==> src/rtl/uart_mem_sequencer.sv <==
// Single-port byte memory sequencer: UART bulk load, processor run, UART bulk dump.
// The memory port is owned by exactly one agent per phase; start/done frame one full pass.
module uart_mem_sequencer #(
  parameter int ADDR_W   = 16,
  parameter int LOAD_LEN = 65536,
  parameter int DUMP_LEN = 65536
) (
  input  logic              clk,
  input  logic              Reset,
  input  logic              start,
  input  logic              rx_ready,
  input  logic [7:0]        rx_data,
  input  logic              tx_busy,
  output logic              tx_start,
  output logic [7:0]        tx_data,
  output logic [ADDR_W-1:0] mem_addr,
  output logic [7:0]        mem_din,
  input  logic [7:0]        mem_dout,
  output logic              mem_read,
  output logic              mem_write,
  output logic              cpu_run,
  input  logic              cpu_done,
  input  logic [ADDR_W-1:0] cpu_addr,
  input  logic [7:0]        cpu_din,
  input  logic              cpu_write,
  input  logic              cpu_read,
  output logic [7:0]        cpu_rdata,
  output logic [ADDR_W:0]   count,
  output logic [2:0]        phase,
  output logic              done
);

  localparam logic [2:0] S_IDLE      = 3'd0;
  localparam logic [2:0] S_LOAD      = 3'd1;
  localparam logic [2:0] S_RUN       = 3'd2;
  localparam logic [2:0] S_DUMP_RD   = 3'd3;
  localparam logic [2:0] S_DUMP_TX   = 3'd4;
  localparam logic [2:0] S_DUMP_WAIT = 3'd5;
  localparam logic [2:0] S_DONE      = 3'd6;

  localparam logic [ADDR_W:0] LOAD_END = LOAD_LEN[ADDR_W:0];
  localparam logic [ADDR_W:0] DUMP_END = DUMP_LEN[ADDR_W:0];

  logic [2:0]        state;
  logic [ADDR_W:0]   cnt_inc;
  logic              wr_vld_p1;
  logic [ADDR_W-1:0] wr_addr_p1;
  logic [7:0]        wr_data_p1;
  logic              seen_busy;
  logic [1:0]        wait_cnt;

  assign cnt_inc = count + (ADDR_W+1)'(1);

  always_ff @(posedge clk) begin
    if (Reset) begin
      state      <= S_IDLE;
      count      <= '0;
      wr_vld_p1  <= 1'b0;
      wr_addr_p1 <= '0;
      wr_data_p1 <= '0;
      tx_start   <= 1'b0;
      tx_data    <= '0;
      seen_busy  <= 1'b0;
      wait_cnt   <= '0;
    end else begin
      wr_vld_p1 <= 1'b0;
      tx_start  <= 1'b0;
      case (state)
        S_IDLE: begin
          if (start) begin
            state <= S_LOAD;
            count <= '0;
          end
        end
        // ---- load stage p0 -> p1: strobe captured, write issued next cycle
        S_LOAD: begin
          if (rx_ready) begin
            wr_vld_p1  <= 1'b1;
            wr_addr_p1 <= count[ADDR_W-1:0];
            wr_data_p1 <= rx_data;
            count      <= cnt_inc;
            if (cnt_inc == LOAD_END) state <= S_RUN;
          end
        end
        // count shows the final load total for one cycle, then clears
        S_RUN: begin
          count <= '0;
          if (cpu_done) state <= S_DUMP_RD;
        end
        S_DUMP_RD: state <= S_DUMP_TX;
        S_DUMP_TX: begin
          if (!tx_busy) begin
            tx_data   <= mem_dout;
            tx_start  <= 1'b1;
            seen_busy <= 1'b0;
            wait_cnt  <= '0;
            state     <= S_DUMP_WAIT;
          end
        end
        // a transmitter that never raises busy is released after two cycles
        S_DUMP_WAIT: begin
          if (tx_busy) seen_busy <= 1'b1;
          if (wait_cnt != 2'd3) wait_cnt <= wait_cnt + 2'd1;
          if (!tx_busy && (seen_busy || wait_cnt == 2'd2)) begin
            count <= cnt_inc;
            state <= (cnt_inc == DUMP_END) ? S_DONE : S_DUMP_RD;
          end
        end
        S_DONE: begin
          if (!start) state <= S_IDLE;
        end
        default: state <= S_IDLE;
      endcase
    end
  end

  // The last load byte lands in the first RUN cycle; it takes the port for that cycle.
  always_comb begin
    mem_addr  = wr_addr_p1;
    mem_din   = wr_data_p1;
    mem_write = wr_vld_p1;
    mem_read  = 1'b0;
    if (state == S_RUN && !wr_vld_p1) begin
      mem_addr  = cpu_addr;
      mem_din   = cpu_din;
      mem_write = cpu_write;
      mem_read  = cpu_read;
    end else if (state == S_DUMP_RD) begin
      mem_addr = count[ADDR_W-1:0];
      mem_read = 1'b1;
    end
  end

  assign cpu_run   = (state == S_RUN);
  assign cpu_rdata = cpu_run ? mem_dout : 8'h00;
  assign done      = (state == S_DONE);
  assign phase     = state;

endmodule

==> config.mk <==
export PLATFORM = sky130hd
export DESIGN_NAME = uart_mem_sequencer
export DESIGN_NICKNAME = d
export VERILOG_FILES = /design/src/rtl/uart_mem_sequencer.sv
export SDC_FILE = /design/constraint.sdc
export NUM_CORES = 1
export LEC_CHECK = 0
export BUFFER_PORTS_ARGS = -buffer_cell sky130_fd_sc_hd__buf_2
export CAP_MARGIN = 10
export CORE_MARGIN = 3
export CORE_UTILIZATION = 54
export DETAILED_ROUTE_END_ITERATION = 10
export PLACE_DENSITY = 0.86
export SYNTH_ARGS = -nofsm -noshare
export SYNTH_HDL_FRONTEND = slang
export SYNTH_SLANG_ARGS = --single-unit
==> constraint.sdc <==
create_clock -name clk -period 3.9 [get_ports clk]
set_input_delay 0.78 -clock clk [delete_from_list [all_inputs] [get_ports clk]]
set_output_delay 0.78 -clock clk [all_outputs]
set_load 0.05 [all_outputs]
== After elaboration in Yosys (flattened, before gate mapping) ==
Cells that the tools add are included.
Storage, ports and cells
  output and inout bits: 65
  register bits: 57
  input port bits: 48
Cells by class
  multiplexer cells: 28
  add/subtract/negate cells: 2
  reduce and logical (&&, ||, !) cells: 16
  eq/ne operators: 18
  bitwise logic cells: 3
Operator list (count)
  17-bit one-hot mux with 4 select lines: 1
  17-bit 2-to-1 mux: 3
  16-bit 2-to-1 mux: 2
  3-bit 2-to-1 mux: 8
  3-bit one-hot mux with 7 select lines: 1
  2-bit inequality test, second input constant: 9
  17-bit by 1-bit adder with 17-bit output, second input constant: 1
  17-bit equality test, second input constant: 1
  8-bit 2-to-1 mux: 2
  3-bit equality test, second input constant: 3
  1-bit 2-to-1 mux: 7
  7-bit AND reduction: 1
  3-bit by 2-bit equality test with 1-bit output, second input constant: 2
  3-bit AND reduction: 2
  2-bit 2-to-1 mux: 2
  2-bit one-hot mux with 2 select lines: 1
  2-bit AND reduction: 2
  4-bit AND reduction: 1
  4-bit nonzero test: 1
  2-bit OR reduction: 2
  3-bit by 1-bit equality test with 1-bit output, second input constant: 1
  3-bit logical NOT: 1
  1-bit NOT: 3
  2-bit by 1-bit adder with 2-bit output, second input constant: 1
  other kinds (7): 9

== Longest topological paths before layout ==
  depth after elaboration: 5
  mapped depth: 9

== Worst setup path before layout ==
Ideal clock, no wire load.
  path type: register -> output
  start point: register state[1] (netlist: phase[1])
  end point: output mem_addr[9]
  required time: 3.120 ns
  cell stages (with the launch flop): 8
  data arrival time: 2.794 ns
  path slack: 0.326 ns
  cell sequence: dfxtp_1 -> clkbuf_1 -> nand3_1 -> buf_2 -> buf_1 -> nor2_1 -> a21oi_1 -> o21ai_0
On the way
  word-level cells in the longest chain between the ends: 3
RTL lines
  start, declared: line 44  | logic [2:0] state;
  start signal, assigned: line 106  | state <= (cnt_inc == DUMP_END) ? S_DONE : S_DUMP_RD;
  3-bit by 2-bit equality test with 1-bit output (on tied branches): line 128, 123
  16-bit 2-to-1 mux / 1-bit logical AND (equally long branches): line 128, 123
  16-bit 2-to-1 mux (*): line 123  | if (state == S_RUN && !wr_vld_p1) begin
  end, declared: line 16  | output logic [ADDR_W-1:0] mem_addr,
Every way passes the cells marked *; elsewhere a longest branch is shown, timed or not.

== Final worst setup path ==
  start point: register state[0] (netlist: phase[0])
  end point: output mem_din[5]
On the way
  word-level cells in the longest chain between the ends: 3
RTL lines
  3-bit by 2-bit equality test with 1-bit output: line 123
  1-bit logical AND: line 123
  8-bit 2-to-1 mux: line 123
  end, declared: line 17  | output logic [7:0] mem_din,
Every way passes these cells.

==> impl_metrics.json <==
{
  "finalCritPeriodShare": 0.852,
  "most-common-layout-cells": "buf_2 (112), nand2_1 (101), dfxtp_1 (57)",
  "drv_slew": 0,
  "min_path_type": "flop to flop",
  "layout_commonest_cell": "buf_2",
  "grt.total_usage": 0.237,
  "cts_buffer_depth": 2,
  "synth_warnings": 0,
  "drive_above_1_share": 0.281,
  "r2r_end": "phase[0]$_SDFFE_PP0P_",
  "r2r-start": "count[0]$_SDFFE_PP0P_",
  "cts_sinks": 57,
  "port_buffers": 112,
  "synth_edf_count": 0,
  "synth_top_family_by_area": "simple AND/OR/NAND/NOR gates",
  "clock.fmax_ghz": 0.301,
  "cp-startpoint": "phase[0]$_SDFFE_PP0P_",
  "drc": 0,
  "die_y_um": 83.7,
  "hold_violations": 0,
  "dieArea_sq_um": 7010,
  "worst_pin_slew_ps": 872,
  "skew_ps": 8.05,
  "status": "finished, final reports clean",
  "worstSkewPairLatency_ps": 350,
  "synth_compound_area_frac": 0.216,
  "async_reset_ff_frac": 0,
  "fill_cells": 505,
  "clock-root-buffer": "clkbuf_8",
  "synthMuxAreaShare": 0.0802,
  "post_drt_via_cell_ratio": 5.61,
  "hp-start": "wr_data_p1[1]$_SDFFE_PP0P_",
  "seqCellArea_sq_um": 1140,
  "grt_pass1_vias": 3053,
  "post_cts_buffers": 0,
  "fin_tns_setup_ps": 0,
  "synth-adder-area-share": 0.0153,
  "rows": 27,
  "synthFlopType": "dfxtp_1",
  "drv_cap": 0,
  "rsz0062_at_grt": "false",
  "slew_headroom": 0.419,
  "synth_nets": 488,
  "wire_per_inst_um": 14.1,
  "path_clk_slew_ps": 70,
  "grt_pass1_wl_um": 13900,
  "htreeDepth": 3,
  "finalWorstSetupSlack_ps": 577,
  "antenna_found_initial": 0,
  "wl_um": 8440,
  "yosysUniqueCellTypes": 47,
  "synth_xor_area_frac": 0.0161,
  "worstHoldEndpoint": "wr_data_p1[1]$_SDFFE_PP0P_",
  "critPathKind": "flop to output port",
  "synthSimpleGateAreaFrac": 0.259,
  "cellPowerDensity_nw_per_um2": 322,
  "drt-pass1-iter-count": 5,
  "grt-ovfl-total": 0,
  "post-place-ws_ps": 961,
  "cts_resized": 0,
  "period_minus_slack_ps": 3320,
  "cp_max_fo": 41,
  "arrival_ps": 2540,
  "core_area_sq_um": 5680,
  "num_antenna_cells": 0,
  "cp.required_ps": 3120,
  "fin_hold_ws_ps": 455,
  "vias": 3363,
  "synth_cells": 436,
  "final_util": 0.696,
  "finalSetupViolCount": 0,
  "place.gp.congestion": 0.851,
  "cts_inserted_buffers": 9,
  "io_pins": 113,
  "ant_nets": 0,
  "post_synth.cell_area_avg_sq_um": 7.48,
  "drt_iter0_drc": 181,
  "cts_hold_buf": 0,
  "dp.cells": 583,
  "endpoint_kind": "output port",
  "worstHoldPathCells": 2,
  "worst-r2r-setup-slack_ps": 1360,
  "cts_tree": "done",
  "synth.cell_area_sq_um": 3260,
  "p_leak_nw": 1.77,
  "start_util": 0.575,
  "ir_worst_vdd_uv": 190,
  "grt_max_degree": 42,
  "nets": 574,
  "crit_path_start_kind": "flop",
  "ys_seq_elements": 57,
  "finalNonFillerCells": 599,
  "die_w_um": 83.7,
  "hpwlAfterDp_um": 5970,
  "synth_seq_area_share": 0.350,
  "reg2reg_depth": 7,
  "syn_to_final_growth_pct": 21.1,
  "multiInputGateArea_sq_um": 1920
}
[synthesized netlist by cell type (all sizes together), types with 7 or more instances]
master | instances | share of area
and2 | 12 | 0.023
nor3 | 7 | 0.011
a311oi | 11 | 0.030
nand3 | 11 | 0.017
nand2 | 101 | 0.12
clkbuf | 26 | 0.030
o21ai | 26 | 0.040
a21oi | 46 | 0.071
buf | 15 | 0.027
mux2 | 9 | 0.031
mux2i | 16 | 0.049
nor2 | 21 | 0.024
dfxtp | 57 | 0.35
[stage by stage]
| stage | area (sq um) | power (mW) |
|---|---|---|
| 2_1_floorplan | 3260 | 0.711 |
| 3_3_place_gp | 3760 | 0.757 |
| 3_5_place_dp | 3760 | 0.761 |
| 4_1_cts | 3950 | 1.27 |
| 5_1_grt | 3950 | 1.32 |
| 6_report | 3950 | 1.27 |
[state kept, by name, summed over array words and instances (netlist names)]
name	flops
count	17
wr_addr_p1	16
seen_busy	1
tx_data	8
tx_start	1
phase	3
wait_cnt	2
wr_data_p1	8
wr_vld_p1	1
[metal layers]
metal | GRT usage | up-vias | wire length (um)
li1 | - | 1696 | -
met2 | 0.403 | 143 | 4030
met1 | 0.283 | 1506 | 3580
met4 | 0.0906 | 0 | 194
met5 | 0 | - | 0
met3 | 0.0652 | 18 | 642
[power by group]
| part | switching [mW] | leakage (nW) | internal [mW] |
|---|---|---|---|
| Combinational | 0.104 | 1.21 | 0.0473 |
| Clock | 0.242 | 0.0984 | 0.281 |
| Sequential | 0.00793 | 0.460 | 0.589 |
| Total | 0.353 | 1.77 | 0.917 |
[critical path: stages, from the launching register on]
cell,delay (ps)
dfxtp_1,390
inv_1,280
and3_1,390
nor2b_2,190
buf_4,340
mux2_2,380
buf_2,210
[cells by family after synthesis]
| group | after synthesis |
|---|---|
| XOR/XNOR | 6 |
| AND/OR/NAND/NOR | 183 |
| flip-flops | 57 |
| buffers and inverters | 47 |
| adder cells (fa/ha/maj) | 4 |
| AO/OA/AOI/OAI | 114 |
| multiplexers | 25 |
[final cells by class]
| type | instances | area share |
|---|---|---|
| flip-flops and latches | 57 | 0.289 |
| clock buffers | 12 | 0.0418 |
| clock inverters | 4 | 0.00665 |
| multi-input cells | 332 | 0.485 |
| inverters | 6 | 0.00570 |
| repair buffers | 116 | 0.149 |
| well taps | 72 | 0.0228 |
[how the worst max path moves through the flow]
stage / depth (start not counted) / endpoint
2_1_floorplan: 7 / mem_addr[9]
3_3_place_gp: 6 / mem_din[4]
3_5_place_dp: 6 / mem_din[5]
4_1_cts: 6 / mem_din[5]
5_1_grt: 6 / mem_din[5]
6_report: 6 / mem_din[5]
(Power assumes the default switching activity.)
